**config.mk**
```make
export PLATFORM = sky130hd
export DESIGN_NAME = snoop_mem_param
export DESIGN_NICKNAME = d
export VERILOG_FILES = /design/src/rtl/snoop_mem_param.sv
export SDC_FILE = /design/constraint.sdc
export NUM_CORES = 1
export LEC_CHECK = 0
export CORE_MARGIN = 5
export CORE_UTILIZATION = 31
export CTS_CLUSTER_DIAMETER = 120
export DETAILED_ROUTE_END_ITERATION = 10
export PLACE_DENSITY_LB_ADDON = 0.2
export SYNTH_ARGS = -nofsm -noshare
export SYNTH_HDL_FRONTEND = slang
export SYNTH_SLANG_ARGS = --single-unit
```
**constraint.sdc**
```tcl
create_clock -name clk -period 5 [get_ports clk]
set_input_delay 1.5 -clock clk [delete_from_list [all_inputs] [get_ports clk]]
set_output_delay 1.5 -clock clk [all_outputs]
set_load 0.02 [all_outputs]
```
**src/rtl/snoop_mem_param.sv**
```systemverilog
// Shared-memory controller on a snooping bus.
// Absorbs processor write-backs into local storage and answers read-misses
// in FIFO order, LATENCY edges after each request becomes the active head.
// Return messages are driven from a register, at most one per cycle.
module snoop_mem_param #(
    parameter int ID_W    = 2,
    parameter int ADDR_W  = 1,
    parameter int DATA_W  = 3,
    parameter int LATENCY = 1,
    parameter int QDEPTH  = 4
) (
    input  logic                            clk,
    input  logic                            rst,
    input  logic [ID_W+ADDR_W+DATA_W+3:0]   barin,
    output logic [ID_W+ADDR_W+DATA_W+3:0]   barout,
    output logic                            busy,
    output logic                            ovf
);

    localparam int BW     = 1 + ID_W + 3 + ADDR_W + DATA_W;
    localparam int PTR_W  = $clog2(QDEPTH);
    localparam int CNT_W  = PTR_W + 1;
    localparam int LCNT_W = $clog2(LATENCY) + 1;
    localparam int MEM_N  = 2 ** ADDR_W;

    localparam logic [2:0]        OP_RM    = 3'b001;
    localparam logic [2:0]        OP_RET   = 3'b011;
    localparam logic [2:0]        OP_WB    = 3'b100;
    localparam logic [CNT_W-1:0]  FULL_CNT = CNT_W'(QDEPTH);
    localparam logic [CNT_W-1:0]  ZERO_CNT = {CNT_W{1'b0}};
    localparam logic [LCNT_W-1:0] LAT_M1   = LCNT_W'(LATENCY - 1);
    localparam logic [LCNT_W-1:0] LCNT_ONE = LCNT_W'(1);

    typedef enum logic [1:0] {
        ST_IDLE  = 2'b00,
        ST_WAIT  = 2'b01,
        ST_ISSUE = 2'b10
    } state_t;

    // Builds a memory-originated return message.
    function automatic logic [BW-1:0] make_return(
        input logic [ID_W-1:0]   id,
        input logic [ADDR_W-1:0] addr,
        input logic [DATA_W-1:0] data
    );
        return {1'b0, id, OP_RET, addr, data};
    endfunction

    // Incoming message fields
    logic              in_src_s;
    logic [ID_W-1:0]   in_id_s;
    logic [2:0]        in_op_s;
    logic [ADDR_W-1:0] in_addr_s;
    logic [DATA_W-1:0] in_data_s;
    logic              rm_s;
    logic              wb_s;

    assign in_src_s  = barin[BW-1];
    assign in_id_s   = barin[BW-2 -: ID_W];
    assign in_op_s   = barin[ADDR_W+DATA_W+2 -: 3];
    assign in_addr_s = barin[ADDR_W+DATA_W-1 -: ADDR_W];
    assign in_data_s = barin[DATA_W-1:0];
    assign rm_s      = in_src_s && (in_op_s == OP_RM);
    assign wb_s      = in_src_s && (in_op_s == OP_WB);

    // Storage and queue state
    logic [DATA_W-1:0] mem_r    [MEM_N];
    logic [ID_W-1:0]   q_id_r   [QDEPTH];
    logic [ADDR_W-1:0] q_addr_r [QDEPTH];
    logic [PTR_W-1:0]  wr_ptr_r;
    logic [PTR_W-1:0]  rd_ptr_r;
    logic [CNT_W-1:0]  count_r;
    logic [CNT_W-1:0]  count_nxt_s;

    // FSM state
    state_t            state_r;
    state_t            state_nxt_s;
    logic [LCNT_W-1:0] lcnt_r;
    logic [LCNT_W-1:0] lcnt_nxt_s;

    // Control
    logic              q_nonempty_s;
    logic              have_head_s;
    logic              activate_s;
    logic              issue_s;
    logic              pop_s;
    logic              bypass_s;
    logic              push_s;
    logic              drop_s;
    logic [ID_W-1:0]   head_id_s;
    logic [ADDR_W-1:0] head_addr_s;
    logic [DATA_W-1:0] ret_data_s;
    logic [BW-1:0]     barout_nxt_s;

    // Head selection: the queue head, or the incoming read-miss when the queue is empty.
    always_comb begin
        q_nonempty_s = (count_r != ZERO_CNT);
        have_head_s  = q_nonempty_s || rm_s;
        if (q_nonempty_s) begin
            head_id_s   = q_id_r[rd_ptr_r];
            head_addr_s = q_addr_r[rd_ptr_r];
        end else begin
            head_id_s   = in_id_s;
            head_addr_s = in_addr_s;
        end
    end

    // Return data, forwarding a same-edge write-back to the returned address.
    always_comb begin
        if (wb_s && (in_addr_s == head_addr_s)) begin
            ret_data_s = in_data_s;
        end else begin
            ret_data_s = mem_r[head_addr_s];
        end
    end

    // FSM next-state: head activation, latency countdown and issue decision.
    always_comb begin
        state_nxt_s = state_r;
        lcnt_nxt_s  = lcnt_r;
        activate_s  = 1'b0;
        issue_s     = 1'b0;
        case (state_r)
            ST_IDLE, ST_ISSUE: begin
                if (have_head_s) begin
                    activate_s = 1'b1;
                    lcnt_nxt_s = LCNT_ONE;
                    if (LATENCY == 1) begin
                        issue_s     = 1'b1;
                        state_nxt_s = ST_ISSUE;
                    end else begin
                        state_nxt_s = ST_WAIT;
                    end
                end else begin
                    state_nxt_s = ST_IDLE;
                end
            end
            ST_WAIT: begin
                if (lcnt_r == LAT_M1) begin
                    issue_s     = 1'b1;
                    state_nxt_s = ST_ISSUE;
                end else begin
                    lcnt_nxt_s  = lcnt_r + LCNT_ONE;
                end
            end
            default: begin
                state_nxt_s = ST_IDLE;
                lcnt_nxt_s  = {LCNT_W{1'b0}};
            end
        endcase
    end

    // FSM outputs: queue push/pop/drop and the next return message.
    always_comb begin
        pop_s    = issue_s && q_nonempty_s;
        bypass_s = issue_s && !q_nonempty_s;
        push_s   = rm_s && !bypass_s && ((count_r != FULL_CNT) || pop_s);
        drop_s   = rm_s && (count_r == FULL_CNT) && !pop_s;
        case ({push_s, pop_s})
            2'b10:   count_nxt_s = count_r + CNT_W'(1);
            2'b01:   count_nxt_s = count_r - CNT_W'(1);
            default: count_nxt_s = count_r;
        endcase
        if (issue_s) begin
            barout_nxt_s = make_return(head_id_s, head_addr_s, ret_data_s);
        end else begin
            barout_nxt_s = {BW{1'b0}};
        end
    end

    // FSM state and latency counter register.
    always_ff @(posedge clk) begin
        if (rst) begin
            state_r <= ST_IDLE;
            lcnt_r  <= {LCNT_W{1'b0}};
        end else begin
            state_r <= state_nxt_s;
            lcnt_r  <= lcnt_nxt_s;
        end
    end

    // Pending read-miss queue; pointers wrap naturally at QDEPTH.
    always_ff @(posedge clk) begin
        if (rst) begin
            wr_ptr_r <= {PTR_W{1'b0}};
            rd_ptr_r <= {PTR_W{1'b0}};
            count_r  <= ZERO_CNT;
            for (int i = 0; i < QDEPTH; i++) begin
                q_id_r[i]   <= {ID_W{1'b0}};
                q_addr_r[i] <= {ADDR_W{1'b0}};
            end
        end else begin
            if (push_s) begin
                q_id_r[wr_ptr_r]   <= in_id_s;
                q_addr_r[wr_ptr_r] <= in_addr_s;
                wr_ptr_r           <= wr_ptr_r + PTR_W'(1);
            end
            if (pop_s) begin
                rd_ptr_r <= rd_ptr_r + PTR_W'(1);
            end
            count_r <= count_nxt_s;
        end
    end

    // Memory array: absorbs write-backs, cleared by reset.
    always_ff @(posedge clk) begin
        if (rst) begin
            for (int i = 0; i < MEM_N; i++) begin
                mem_r[i] <= {DATA_W{1'b0}};
            end
        end else if (wb_s) begin
            mem_r[in_addr_s] <= in_data_s;
        end
    end

    // Registered outputs: bus return, queue-full flag and sticky overflow.
    always_ff @(posedge clk) begin
        if (rst) begin
            barout <= {BW{1'b0}};
            busy   <= 1'b0;
            ovf    <= 1'b0;
        end else begin
            barout <= barout_nxt_s;
            busy   <= (count_nxt_s == FULL_CNT);
            if (drop_s) begin
                ovf <= 1'b1;
            end
        end
    end

endmodule
```
==> results of run 1 <==
cells in the mapped netlist (all sizes together), types with 2 or more instances:
master	count	area [um2]
o21bai	3	22.52
nor2	13	48.80
o221ai	3	26.28
o32ai	2	17.52
o21ai	2	10.01
nand3	2	10.01
and2	7	45.05
nor3	2	15.01
edfxtp	18	540.5
nand4bb	2	22.52
nor3b	4	30.03
xor2	4	35.03
nor4	3	18.77
a21oi	6	30.03
inv	11	41.29
mux4	3	75.07
nand2b	6	37.54
buf	4	27.52
dfxtp	18	360.4
a222oi	2	20.02
or3	2	12.51
clkbuf	6	23.77
a21o	2	15.01
or2	2	12.51
nand2	13	48.80
worst register-to-register path: stages, from the launching register on:
cell     delay [ns]
dfxtp_1        0.36
or3_1          0.58
nand2_1        0.23
fa_1           0.19
inv_1          0.05
or4_1          0.49
a21oi_1        0.16
and3_1         0.16
worst max path at each step:
stage	cells after the start	startpoint	slack, ns	endpoint
after floorplan	7	barin[6]	2.09	busy
after global placement	8	barin[6]	1.50	busy
after detailed placement	8	barin[6]	1.41	busy
after CTS	8	barin[6]	1.70	busy
after global routing	5	barin[6]	1.54	q_addr_r[0]
final	8	barin[6]	1.70	busy
layout make-up:
cell class	count	area, um2
tap	70	87.58
multi-input combinational	96	671.9
fill	499	3173
clock inverter	2	7.507
inverter	11	41.29
timing repair buffer	22	217.7
clock buffer	6	72.57
sequential	36	900.9
power breakdown:
group / leakage [nW] / internal (mW) / switching [mW]
sequential: 0.331 / 0.315 / 0.00261
clock: 0.0403 / 0.0949 / 0.0955
combinational: 0.359 / 0.0166 / 0.0185
total: 0.731 / 0.427 / 0.117
cell families after synthesis:
group / count (synthesis) / synth area share
xor+xnor: 4 / 0.02108
compound gates: 26 / 0.1205
fa+ha+maj: 1 / 0.01205
mux: 3 / 0.04518
other cells: 1 / 0.002257
flops: 36 / 0.5422
buf+inv: 21 / 0.05572
simple gates: 60 / 0.2011
per-stage QoR:
step | instances | util | area (um2)
final | 243 | 0.3866 | 1999
after global routing | 243 | 0.3866 | 1999
after CTS | 243 | 0.3866 | 1999
after detailed placement | 235 | 0.3711 | 1919
after global placement | 235 | 0.3711 | 1919
after floorplan | 153 | - | 1665
state kept, by name, indices dropped and copies added, names as in the netlist, named ones only:
register / cells
q_id_r: 8
barout: 7
mem_r: 6
q_addr_r: 4
count_r: 3
rd_ptr_r: 2
wr_ptr_r: 2
busy: 1
ovf: 1
per-layer routing:
metal	vias to the layer above	part of all wire
li1	582	-
met1	548	0.43
met2	55	0.46
met3	13	0.079
met4	0	0.024
met5	-	0
==> results.py, run 1 <==
metrics = {
    "drt": {
        "num_vias": 1198,
        "ant_nets": 0,
        "drtIter0Drc": 79,
        "dr.pass1.iters": 5,
        "wirelength_um": 3398,
        "avgViaCountPerCell": 4.930,
        "wire_per_inst_um": 13.98,
        "drc": 0,
    },
    "global_routing": {
        "grt_util_all_layers": 0.1029,
        "grt_use_met3": 0.03861,
        "antenna_found_initial": 0,
        "grt_pass1_vias": 1191,
        "grt_max_degree": 24,
        "grt_pass1_wl_um": 5589,
        "grt_busiest_layer": "met2",
        "grt_util_met2": 0.1640,
        "use_met1": 0.1218,
        "grt-ovfl-total": 0,
    },
    "clock_tree": {
        "ctsHoldBuffers": 0,
        "root_buffer": "clkbuf_8",
        "clockBufferDepth": 2,
        "cts_sinks": 36,
        "cts.clk_slew.worst_paths_ns": 0.06,
        "cts_made_buffers": 5,
        "cts_tree": "done",
        "ctsResizeCount": 0,
        "clk-insertion-delay-late_ns": 0.28,
        "htreeDepth": 2,
        "postCtsSetupRepairBufs": 0,
    },
    "synthesis": {
        "async_reset_ff_frac": 0,
        "avgSynthCellArea_um2": 10.93,
        "postSynthCellCount": 152,
        "synth_cell_type_count": 42,
        "synth_ff_type": "edfxtp_1",
        "syn_area_mm2": 0.001662,
        "ys_seq_area_frac": 0.5422,
        "synth-seq-cells": 36,
        "synth_edf_count": 18,
        "yosys_warnings": 0,
    },
    "timing": {
        "fmax_ghz": 0.3026,
        "rsz0062_at_grt": "false",
        "worst_pin_slew_ns": 0.6556,
        "holdWs_ns": 0.4682,
        "drv_slew": 0,
        "relSlewSlack": 0.5606,
        "fin_tns_setup_ns": 0,
        "period_share": 0.6609,
        "clock_skew_ns": 0.008456,
        "setup_viol": 0,
        "hold_viol_final": 0,
        "final.min_clock_period_ns": 3.305,
        "worst_slack_ns": 1.696,
    },
    "critical_path": {
        "reg2reg_from": "count_r[1]",
        "worstPathArrival_ns": 3.53,
        "rr_worst_depth": 7,
        "path_delay_family": "simple AND/OR/NAND/NOR gates",
        "r2r_end": "busy",
        "crit_slowest_cell": "or4_1",
        "timing.reg2reg.setup_slack_ns": 2.72,
        "crit_required_ns": 5.22,
        "startpoint_type": "input pin",
        "crit_type": "in2reg",
        "worst-path-buf-inv": 2,
        "worstPathMaxFanout": 5,
        "cpPeakStageDelay_ns": 0.49,
        "crit_chain": "clkdlybuf4s50_1 -> nand4bb_1 -> nand2_1 -> fa_1 -> inv_1 -> or4_1 -> a21oi_1 -> and3_1",
        "crit_path_end_kind": "flop",
    },
    "floorplan": {
        "initial_core_util": 0.3212,
        "fp.dieW_um": 83.21,
        "rows": 26,
        "ioPinCount": 24,
        "coreArea_mm2": 0.005172,
        "dieArea_mm2": 0.006924,
        "chipHeight_um": 83.21,
    },
    "finish": {
        "n_antenna_cell": 0,
        "final_cell_mix": "21 x clkdlybuf4s50_1, 18 x dfxtp_1, 18 x edfxtp_1",
        "fin_nets": 185,
        "final_common_cell": "clkdlybuf4s50_1",
        "syn_to_final_growth_pct": 20.33,
        "layout-drive-gt1-share": 0.06936,
    },
    "place": {
        "pre_cts_ws_ns": 1.412,
        "portBuffers": 21,
        "place_congestion": 0.7438,
        "dp_hpwl_um": 2532,
    },
    "pwr": {
        "powerDensity_mw_per_mm2": 271.7,
        "p_total_mw": 0.5432,
        "vdd_drop_max_v": 0.0001007,
        "p_leak_nw": 0.7307,
    },
    "worst_hold_path": {
        "min_from": "ovf",
        "min_path_cells": 1,
        "holdPathEnd": "ovf",
        "hold_path_class": "reg2reg",
    },
    "flow_run": {
        "max_cap_violations": 0,
    },
    "run_status": {
        "run_status": "finished clean",
    },
}
(Power assumes the default switching activity.)
==> inputs of run 2 (changes only) <==
==> constraint.sdc (replaced) <==
create_clock -name clk -period 3.24 [get_ports clk]
set_input_delay 0.972 -clock clk [delete_from_list [all_inputs] [get_ports clk]]
set_output_delay 0.972 -clock clk [all_outputs]
set_load 0.02 [all_outputs]
==> run 2 against run 1 <==
Critical path depth is the same. Power is 56% higher. Hold slack improved by 0.0052 ns. Critical path type unchanged. Critical endpoint unchanged. Largest cell class unchanged. Largest power group unchanged. Highest routed layer unchanged.
==> results.py, run 2 (synthesized netlist as in run 1, its figures left out) <==
metrics = {
    "finish": {
        "fin_cells": 246,
        "final_cell_mix": "21 x clkdlybuf4s50_1, 18 x dfxtp_1, 18 x edfxtp_1",
        "final_common_cell": "clkdlybuf4s50_1",
        "syn_to_final_growth_pct": 21.76,
        "regMostFlops": "q_id_r",
        "largest_reg_flops": 8,
        "layout-drive-gt1-share": 0.09091,
        "n_antenna_cell": 0,
        "fin_nets": 188,
        "finalInstanceArea_mm2": 0.002023,
        "num-fill-cells": 508,
        "reg_top3": "q_id_r: 8 flops, barout: 7 flops, mem_r: 6 flops",
    },
    "place": {
        "dp_hpwl_um": 2696,
        "place_inst": 238,
        "place_congestion": 0.7758,
        "portBuffers": 21,
        "pre_cts_ws_ns": 0.2772,
        "dpl_cell_area_mm2": 0.001942,
    },
    "floorplan": {
        "coreArea_mm2": 0.005172,
        "ioPinCount": 24,
        "dieArea_mm2": 0.006924,
        "fp.dieW_um": 83.21,
        "initial_core_util": 0.3212,
        "chipHeight_um": 83.21,
        "rows": 26,
    },
    "run_status": {
        "run_status": "finished clean",
    },
    "clock_tree": {
        "htreeDepth": 2,
        "ctsResizeCount": 0,
        "cts_made_buffers": 5,
        "ctsHoldBuffers": 0,
        "root_buffer": "clkbuf_8",
        "cts.clk_slew.worst_paths_ns": 0.06,
        "postCtsSetupRepairBufs": 0,
        "cts_tree": "done",
        "clk-insertion-delay-late_ns": 0.28,
        "cts_sinks": 36,
        "clockBufferDepth": 2,
    },
    "critical_path": {
        "crit_type": "in2reg",
        "worst-path-buf-inv": 2,
        "worstPathMaxFanout": 3,
        "crit_required_ns": 3.46,
        "crit_path_end_kind": "flop",
        "startpoint_type": "input pin",
        "path_delay_family": "simple AND/OR/NAND/NOR gates",
        "crit_slowest_cell": "or4_1",
        "rr_worst_depth": 7,
        "worstPathArrival_ns": 2.91,
        "cpPeakStageDelay_ns": 0.51,
        "path_depth": 8,
        "crit_chain": "clkdlybuf4s50_1 -> nand4bb_1 -> nand2_1 -> fa_1 -> inv_1 -> or4_1 -> a21oi_1 -> and3_1",
    },
    "global_routing": {
        "grt-ovfl-total": 0,
        "grt_util_all_layers": 0.1074,
        "grt_max_degree": 23,
        "grt_pass1_vias": 1208,
        "grt_pass1_wl_um": 5837,
        "antenna_found_initial": 0,
    },
    "worst_hold_path": {
        "min_path_cells": 1,
        "hold_path_class": "reg2reg",
    },
    "timing": {
        "clock_skew_ns": 0.01039,
        "rsz0062_at_grt": "false",
        "fmax_ghz": 0.3720,
        "worst_pin_slew_ns": 0.6063,
        "drv_slew": 0,
        "final.min_clock_period_ns": 2.688,
        "hold_viol_final": 0,
        "setup_viol": 0,
        "period_share": 0.8297,
        "fin_tns_setup_ns": 0,
        "worst_slack_ns": 0.5518,
        "relSlewSlack": 0.5936,
    },
    "pwr": {
        "powerDensity_mw_per_mm2": 420.0,
        "p_leak_nw": 0.7466,
        "vdd_drop_max_v": 0.0001952,
    },
    "drt": {
        "wire_per_inst_um": 14.50,
        "ant_nets": 0,
        "num_vias": 1224,
        "drc": 0,
        "dr.pass1.iters": 5,
        "avgViaCountPerCell": 4.976,
        "wirelength_um": 3566,
        "drtIter0Drc": 66,
    },
    "flow_run": {
        "max_cap_violations": 0,
    },
}
==> run 2: layout make-up <==
class,count,area (um2),area share
timing repair buffer,25,240.2,0.1187
multi-input combinational,96,671.9,0.3321
clock buffer,7,76.32,0.03772
inverter,11,41.29,0.02041
tap,70,87.58,0.04329
clock inverter,1,5.005,0.002474
sequential,36,900.9,0.4453
==> run 2: worst paths after layout <==
check             slack, ns       start  endpoint
setup / recovery       0.55    barin[6]      busy
setup reg to reg       0.91  count_r[2]      busy
hold reg to reg        0.47         ovf       ovf
hold / removal         0.47         ovf       ovf
==> run 2: stage by stage <==
step	hold slack, ns	power (mW)	util
6_report	0.4734	0.8498	0.3911
3_5_place_dp	0.4630	0.5562	0.3754
2_1_floorplan	0.4834	0.5307	-
5_1_grt	0.4879	0.8828	0.3911
4_1_cts	0.4734	0.8615	0.3911
3_3_place_gp	0.4527	0.5541	0.3754
==> run 2: power breakdown <==
part,leakage (nW),switching (mW),internal (mW),total [mW]
sequential,0.331,0.00425,0.486,0.490
combinational,0.373,0.0293,0.0264,0.0558
clock,0.0422,0.153,0.151,0.304
==> run 2: routing by layer <==
metal	global-route usage	vias to the layer above	wire, um
li1	-	593	-
met1	0.1291	585	1596
met2	0.1720	40	1730
met3	0.03465	6	168
met4	0.05349	0	70
met5	0	-	0
==> inputs of run 3 (changes only) <==
==> constraint.sdc (replaced) <==
create_clock -name clk -period 2.7 [get_ports clk]
set_input_delay 0.81 -clock clk [delete_from_list [all_inputs] [get_ports clk]]
set_output_delay 0.81 -clock clk [all_outputs]
set_load 0.02 [all_outputs]
==> run 3 against run 2 <==
Cell count up 2.4%. Critical endpoint unchanged. Flip-flop and latch count stayed put. Clock-buffer cell count did not move. Routed wire length fell by 5.2%. Clock skew shrank 0.0058 ns. First-iteration DRC count rose by 56%. Via count down 0.33%. Register-to-register slack got worse by 0.17 ns. Design area up 4.5%.
==> results.py, run 3 (synthesized netlist as in run 1, its figures left out) <==
metrics = {
    "drt": {
        "wl_met3_um": 250,
        "dr.pass1.iters": 4,
        "drtIter0Drc": 103,
        "wirelength_um": 3382,
        "ant_nets": 0,
        "routed-wl-met2_um": 1576,
        "wire_per_inst_um": 13.42,
        "avgViaCountPerCell": 4.841,
        "drc": 0,
        "highest_layer": "met4",
        "wl_met1_um": 1513,
        "num_vias": 1220,
    },
    "timing": {
        "hold_viol_final": 0,
        "fmax_ghz": 0.4125,
        "drv_slew": 0,
        "setup_viol": 0,
        "period_share": 0.8978,
        "rsz0062_at_grt": "false",
        "holdWs_ns": 0.4670,
        "clock_skew_ns": 0.004569,
        "fin_tns_setup_ns": 0,
        "final.min_clock_period_ns": 2.424,
    },
    "finish": {
        "syn_to_final_growth_pct": 27.18,
        "layout-drive-gt1-share": 0.1319,
        "fin_nets": 194,
        "final_common_cell": "clkdlybuf4s50_1",
        "reg_top3": "q_id_r: 8 flops, barout: 7 flops, mem_r: 6 flops",
        "largest_reg_flops": 8,
        "finalInstanceArea_mm2": 0.002113,
        "fin_util": 0.4086,
        "regMostFlops": "q_id_r",
        "final_cell_mix": "21 x clkdlybuf4s50_1, 18 x dfxtp_1, 18 x edfxtp_1",
        "n_antenna_cell": 0,
    },
    "run_status": {
        "run_status": "finished clean",
    },
    "worst_hold_path": {
        "hold_path_class": "reg2reg",
        "holdPathEnd": "ovf",
        "min_from": "ovf",
        "min_path_cells": 1,
    },
    "clock_tree": {
        "postCtsSetupRepairBufs": 0,
        "clk-insertion-delay-late_ns": 0.28,
        "root_buffer": "clkbuf_8",
        "cts_tree": "done",
        "ctsHoldBuffers": 0,
        "clockBufferDepth": 2,
        "cts_sinks": 36,
        "ctsResizeCount": 0,
        "cts_made_buffers": 5,
        "cts.clk_slew.worst_paths_ns": 0.07,
        "htreeDepth": 2,
    },
    "critical_path": {
        "rr_worst_depth": 7,
        "crit_type": "in2reg",
        "crit_slowest_cell": "or4_1",
        "cpPeakStageDelay_ns": 0.49,
        "startpoint_type": "input pin",
        "r2r_end": "busy",
        "reg2reg_from": "count_r[2]",
        "crit_chain": "clkdlybuf4s50_1 -> nand4bb_1 -> nand2_1 -> fa_1 -> inv_1 -> or4_1 -> a21oi_1 -> and3_1",
        "worstPathMaxFanout": 3,
        "crit_required_ns": 2.93,
        "worstPathArrival_ns": 2.65,
        "crit_path_end_kind": "flop",
        "timing.reg2reg.setup_slack_ns": 0.74,
    },
    "global_routing": {
        "grt_pass1_wl_um": 5623,
        "antenna_found_initial": 0,
        "grt-ovfl-total": 0,
        "grt_util_all_layers": 0.1017,
        "grt_pass1_vias": 1144,
        "grt_max_degree": 14,
    },
    "place": {
        "portBuffers": 21,
        "dpl_cell_area_mm2": 0.001987,
        "dp_hpwl_um": 2561,
        "place_congestion": 0.7522,
    },
    "floorplan": {
        "initial_core_util": 0.3212,
        "fp.dieW_um": 83.21,
        "ioPinCount": 24,
        "rows": 26,
        "coreArea_mm2": 0.005172,
        "chipHeight_um": 83.21,
        "dieArea_mm2": 0.006924,
    },
    "pwr": {
        "vdd_drop_max_v": 0.0001556,
        "powerDensity_mw_per_mm2": 553.5,
        "p_leak_nw": 0.7983,
    },
    "flow_run": {
        "max_cap_violations": 0,
    },
}
[run 3: cell types whose count changed in the layout (fill, tap and decap cells not counted), sizes merged]
cell    delta
buf        +6
clkinv     -1
bufinv     +1
[run 3: worst max path at each step]
| stage | from | end | slack [ns] | cells past startpoint |
|---|---|---|---|---|
| detailed placement | barin[6] | busy | -0.02 | 8 |
| floorplan | barin[6] | busy | 0.48 | 7 |
| CTS | barin[6] | busy | 0.28 | 8 |
| global placement | barin[6] | busy | 0.07 | 8 |
| global route | barin[6] | busy | 0.17 | 8 |
| finish | barin[6] | busy | 0.28 | 8 |
[run 3: per-layer routing]
layer | vias to the layer above | global-route usage
met5 | - | 0
met4 | 0 | 0.04012
li1 | 595 | -
met3 | 4 | 0.03663
met2 | 44 | 0.1531
met1 | 577 | 0.1323
[run 3: cell type report]
type | count | area [um2]
clock buffer | 7 | 96.34
clock inverter | 1 | 30.03
fill | 496 | 3059
inverter | 11 | 41.29
multi-input combinational | 96 | 671.9
sequential | 36 | 900.9
tap | 70 | 87.58
timing repair buffer | 31 | 285.3
[run 3: worst max-delay path, delay by kind of cell]
family,cells,cell delay (ns)
and+or+nand+nor,4,1.03
buffers and inverters,2,0.47
AOI/OAI and AO/OA,1,0.16
adders and majority gates,1,0.18
[run 3: where the power goes]
part	internal (mW)	switching (mW)	total (mW)
Sequential	0.583	0.00445	0.588
Clock	0.326	0.186	0.512
Combinational	0.0346	0.0352	0.0698
Total	0.944	0.226	1.17
[run 3: per-stage QoR]
step	power (mW)	std cells	setup WS, ns
2_1_floorplan	0.6368	153	0.4781
3_3_place_gp	0.6681	244	0.07365
3_5_place_dp	0.6696	244	-0.02332
4_1_cts	1.188	252	0.2763
5_1_grt	1.219	252	0.1692
6_report	1.170	252	0.2758
